File: src/rtl/hdlc_tx_arbiter.sv
// Round-robin frame scheduler for a shared HDLC transmit FIFO.
// Writes header + payload words into the current slot, then commits the slot.
module hdlc_tx_arbiter #(
    parameter int NREQ = 4
) (
    input  logic                 clk,
    input  logic                 reset_n,
    input  logic [NREQ-1:0]      req,
    input  logic [3*NREQ-1:0]    req_len,
    input  logic [16*NREQ-1:0]   req_data,
    output logic [NREQ-1:0]      grant,
    output logic [NREQ-1:0]      word_ack,
    output logic [NREQ-1:0]      done,
    output logic                 len_err,
    output logic [15:0]          stall_cnt,
    input  logic                 stall_clr,
    input  logic                 fifo_full,
    output logic [2:0]           fifo_addr,
    output logic [15:0]          fifo_din,
    output logic                 fifo_wr,
    output logic                 fifo_commit
);

    typedef enum logic [2:0] {
        S_IDLE,
        S_HDR,
        S_DATA,
        S_COMMIT,
        S_SETTLE
    } state_t;

    localparam logic [3:0] LAST_INIT = 4'(NREQ - 1);

    state_t      state_reg, state_next;
    logic [3:0]  chan_reg, chan_next;
    logic [2:0]  len_reg, len_next;
    logic [2:0]  idx_reg, idx_next;
    logic [3:0]  last_reg, last_next;
    logic [15:0] stall_reg, stall_next;
    logic        len_err_reg, len_err_next;

    // Per-requester views padded to 16 entries so a 4-bit channel indexes them exactly.
    logic [15:0] req_ext;
    logic [2:0]  len_arr  [16];
    logic [15:0] data_arr [16];

    assign req_ext = 16'(req);

    generate
        for (genvar gi = 0; gi < 16; gi++) begin : g_unpack
            if (gi < NREQ) begin : g_real
                assign len_arr[gi]  = req_len[3*gi +: 3];
                assign data_arr[gi] = req_data[16*gi +: 16];
            end else begin : g_absent
                assign len_arr[gi]  = 3'd0;
                assign data_arr[gi] = 16'd0;
            end
        end
    endgenerate

    // Round-robin search starting one past the last served channel.
    logic       pick_found;
    logic [3:0] pick_chan;
    logic [4:0] cand;

    always_comb begin
        pick_found = 1'b0;
        pick_chan  = '0;
        cand       = '0;
        for (int k = 1; k <= NREQ; k++) begin
            cand = 5'(last_reg) + 5'(k);
            if (cand >= 5'(NREQ)) begin
                cand = cand - 5'(NREQ);
            end
            if (!pick_found && req_ext[cand[3:0]]) begin
                pick_found = 1'b1;
                pick_chan  = cand[3:0];
            end
        end
    end

    logic [2:0]      len_sel;
    logic [NREQ-1:0] chan_onehot;

    assign len_sel     = len_arr[pick_chan];
    assign chan_onehot = {{(NREQ-1){1'b0}}, 1'b1} << chan_reg;

    always_ff @(posedge clk) begin
        if (!reset_n) begin
            state_reg   <= S_IDLE;
            chan_reg    <= '0;
            len_reg     <= '0;
            idx_reg     <= '0;
            last_reg    <= LAST_INIT;
            stall_reg   <= '0;
            len_err_reg <= 1'b0;
        end else begin
            state_reg   <= state_next;
            chan_reg    <= chan_next;
            len_reg     <= len_next;
            idx_reg     <= idx_next;
            last_reg    <= last_next;
            stall_reg   <= stall_next;
            len_err_reg <= len_err_next;
        end
    end

    always_comb begin
        state_next   = state_reg;
        chan_next    = chan_reg;
        len_next     = len_reg;
        idx_next     = idx_reg;
        last_next    = last_reg;
        stall_next   = stall_reg;
        len_err_next = len_err_reg;

        grant        = '0;
        word_ack     = '0;
        done         = '0;
        fifo_wr      = 1'b0;
        fifo_commit  = 1'b0;
        fifo_addr    = '0;
        fifo_din     = '0;

        // Clear wins over a same-cycle stall.
        if (stall_clr) begin
            stall_next = '0;
        end else if (state_reg == S_IDLE && pick_found && fifo_full
                     && stall_reg != 16'hFFFF) begin
            stall_next = stall_reg + 16'd1;
        end

        case (state_reg)
            S_IDLE: begin
                if (pick_found && !fifo_full) begin
                    chan_next  = pick_chan;
                    state_next = S_HDR;
                    if (len_sel == 3'd7) begin
                        len_next     = 3'd6;
                        len_err_next = 1'b1;
                    end else begin
                        len_next = len_sel;
                    end
                end
            end
            S_HDR: begin
                grant      = chan_onehot;
                fifo_wr    = 1'b1;
                fifo_addr  = 3'd0;
                fifo_din   = {4'hA, chan_reg, 5'b0, len_reg};
                idx_next   = 3'd1;
                state_next = S_DATA;
            end
            S_DATA: begin
                grant     = chan_onehot;
                word_ack  = chan_onehot;
                fifo_wr   = 1'b1;
                fifo_addr = idx_reg;
                fifo_din  = data_arr[chan_reg];
                idx_next  = idx_reg + 3'd1;
                if (idx_reg == len_reg + 3'd1) begin
                    state_next = S_COMMIT;
                end
            end
            S_COMMIT: begin
                grant       = chan_onehot;
                done        = chan_onehot;
                fifo_commit = 1'b1;
                last_next   = chan_reg;
                state_next  = S_SETTLE;
            end
            S_SETTLE: begin
                // Lets the FIFO's registered full flag catch up with the commit.
                state_next = S_IDLE;
            end
            default: begin
                state_next = S_IDLE;
            end
        endcase
    end

    assign stall_cnt = stall_reg;
    assign len_err   = len_err_reg;

endmodule

File: config.mk
export PLATFORM = sky130hd
export DESIGN_NAME = hdlc_tx_arbiter
export DESIGN_NICKNAME = d
export VERILOG_FILES = /design/src/rtl/hdlc_tx_arbiter.sv
export SDC_FILE = /design/constraint.sdc
export NUM_CORES = 1
export LEC_CHECK = 0
export BUFFER_PORTS_ARGS = -buffer_cell sky130_fd_sc_hd__buf_2
export CAP_MARGIN = 15
export CORE_MARGIN = 8
export CORE_UTILIZATION = 29
export CTS_CLUSTER_DIAMETER = 100
export DETAILED_ROUTE_END_ITERATION = 8
export GPL_ROUTABILITY_DRIVEN = 0
export MAX_ROUTING_LAYER = met4
export PLACE_DENSITY = 0.65
export SLEW_MARGIN = 0
export SYNTH_ARGS = -nofsm -noshare
export SYNTH_HDL_FRONTEND = slang
export SYNTH_SLANG_ARGS = --single-unit
File: constraint.sdc
create_clock -name clk -period 7.2 [get_ports clk]
set_input_delay 0.36 -clock clk [delete_from_list [all_inputs] [get_ports clk]]
set_output_delay 0.36 -clock clk [all_outputs]
set_load 0.02 [all_outputs]
==> metrics <==
clk slew on worst S/H paths 70 ps; estimated wirelength of the detail-placed design 7610 um; vias per cell 5.20; switching power 185 uW; CP arrival 4940 ps; CP startpoint kind register; max_cap viols 0; vias in the first global route 2,958; GRT Total Usage 13.0%; postcts setup bufs 0; WL final 9270 um; CTS Hold Bufs 0; count leader, synth nor2_1; max FFs per register 16; Hold Path Depth 2; Max Buffers Root-to-Sink 2; area grow syn2layout 28.8%; TritonCTS buffer count 5; CTS tree done; Fillers 1,042; DIE HEIGHT 117 um; Chip Width 117 um; Synth Net Count 449; Yosys reg bits 34; port bufs 133; crit end category register; post-synthesis cell area 2960 um^2; Static Leak 0.00172 uW; WL/cell 15.3 um; Req. time, crit path 7410 ps; GR Overflow Total 0; Syn. warnings 0; Min Hold Slack 401 ps; DIE AREA 13,700 um^2; core area 10,100 um^2; switching part of the total power 33.7%; Clock power frac 26.2%; count of cell types in the netlist 57; DR iter-0 viols 177; combinational share of power 34.9%; Max Slew Vio Count 0; Power Internal 363 uW; register area share after synthesis 23.0%; ant diodes 0; status completed; DR vias 3,150; DRC Markers 0; htree depth 2; initial antenna violation count 0; final hold vios 0; Gate Count Post-Synth 347; GR Util met2 22.3%; Most Crowded Layer GR met2; clk sinks 34; Multi-input gate area 2140 um^2; Clock Latency Late Sink 280 ps; Resized cells post-CTS 0; final setup fails 0; I/O pin total 134; largest net degree at the start of global routing 33; RSZ-0062 raised after global routing false; Fmax 0.211 GHz; grt met3 use 2.26%; Post-synth EDFFs 0; Rows 37; Synth area leaders dfxtp_1 (23%), mux4_2 (11%), ha_1 (7.6%); VDD IR max 0.114 mV; Yosys top cell area share 23.0%; Reg power frac 38.9%; # nets final 571; met1 Use GR 16.2%; fraction of registers with async set or reset after synthesis 0%; setup TNS 0 ps; Period minus WS final 4730 ps; clock root buffer clkbuf_8; period utilization 65.7%; layout cells sized above 1 35.5%; global-route wire length before repair 14,200 um; FF/Latch Area 681 um^2; Worst R2R Path Depth 10; Detailed Routing Iterations Pass 1 4; Rel. slew slack 27.0%; Synth top cells by count nor2_1 (39), dfxtp_1 (34), nand2_1 (27); worst hold path type in2reg; Worst Skew 6.83 ps; Top FF cell, synth dfxtp_1; remaining antenna violation count 0; post-synth top area cell dfxtp_1; initial core utilization 29.2%; CP Max Fanout 32; power per cell area 144 nW/um^2; WS Path Type reg2reg; syn_area_per_cell 8.53 um^2; actual slew at the worst max-slew pin 1090 ps
[final cells by class]
| type | instances | share of cell area [%] |
|---|---|---|
| well taps | 136 | 4.46 |
| repair buffers | 135 | 17.8 |
| multi-input cells | 280 | 56.2 |
| clock buffers | 7 | 2.26 |
| flip-flops and latches | 34 | 17.8 |
| inverters | 13 | 1.28 |
| clock inverters | 1 | 0.131 |
[metrics by stage]
stage | worst slack (ps) | total power [uW] | utilization (%) | std cells | instance area, um^2
after floorplan | 3960 | 348 | - | 347 | 2960
after global placement | 2770 | 404 | 36.7 | 598 | 3720
final | 2470 | 548 | 37.6 | 606 | 3810
after detailed placement | 2510 | 409 | 36.7 | 598 | 3720
after CTS | 2490 | 551 | 37.6 | 606 | 3810
after global routing | 2130 | 579 | 37.6 | 606 | 3810
[final timing paths]
path,end,from,slack (ps)
max,len_reg[0],last_reg[0],2470
min,last_reg[1],reset_n,400
max reg2reg,len_reg[0],last_reg[0],2470
min reg2reg,state_reg[0],state_reg[0],500
[power by group through the flow]
stage               Sequential [uW]  Clock, uW  Combinational (uW)
global route                    216        155                 209
detailed placement              218          0                 191
finish                          213        144                 191
floorplan                       206          0                 141
CTS                             214        146                 191
global placement                217          0                 187
[critical path: stages, from the launching register on]
cell and delay, ps:
dfxtp_1 1040, clkinv_1 600, ha_1 550, mux2_2 350
a21oi_1 170, or2_0 660, nand2_1 340, o221a_2 340
o221a_1 270, a22o_1 210, o21ai_1 120
[cells in the final DEF, fill, tap and decap left out, types with 11 or more instances in the layout]
cell type and n:
nor2_1 39, a21oi_1 20, o21ai_0 11, inv_1 11, dfxtp_1 34, ha_1 18
buf_2 133, and3_1 13, nand3_1 13, xnor2_1 11, mux4_2 15, nand2_1 27
[logic make-up (layout without fill, tap and decap cells)]
family,count (synthesis),after routing,share of synthesized area [%]
flops,34,34,23.0
xor+xnor,21,21,6.21
simple gates,134,134,22.4
compound gates,80,80,19.7
buf+inv,33,156,4.65
fa+ha+maj,18,18,7.61
mux,27,27,16.5
[layer usage]
layer,part of all wire [%],wire (um),vias up
li1,-,-,1531
met1,44,4100,1528
met2,51,4710,81
met3,4.1,384,10
met4,0.81,75,0
met5,0,0,-
Note: power is estimated with default switching activity, not from simulation.
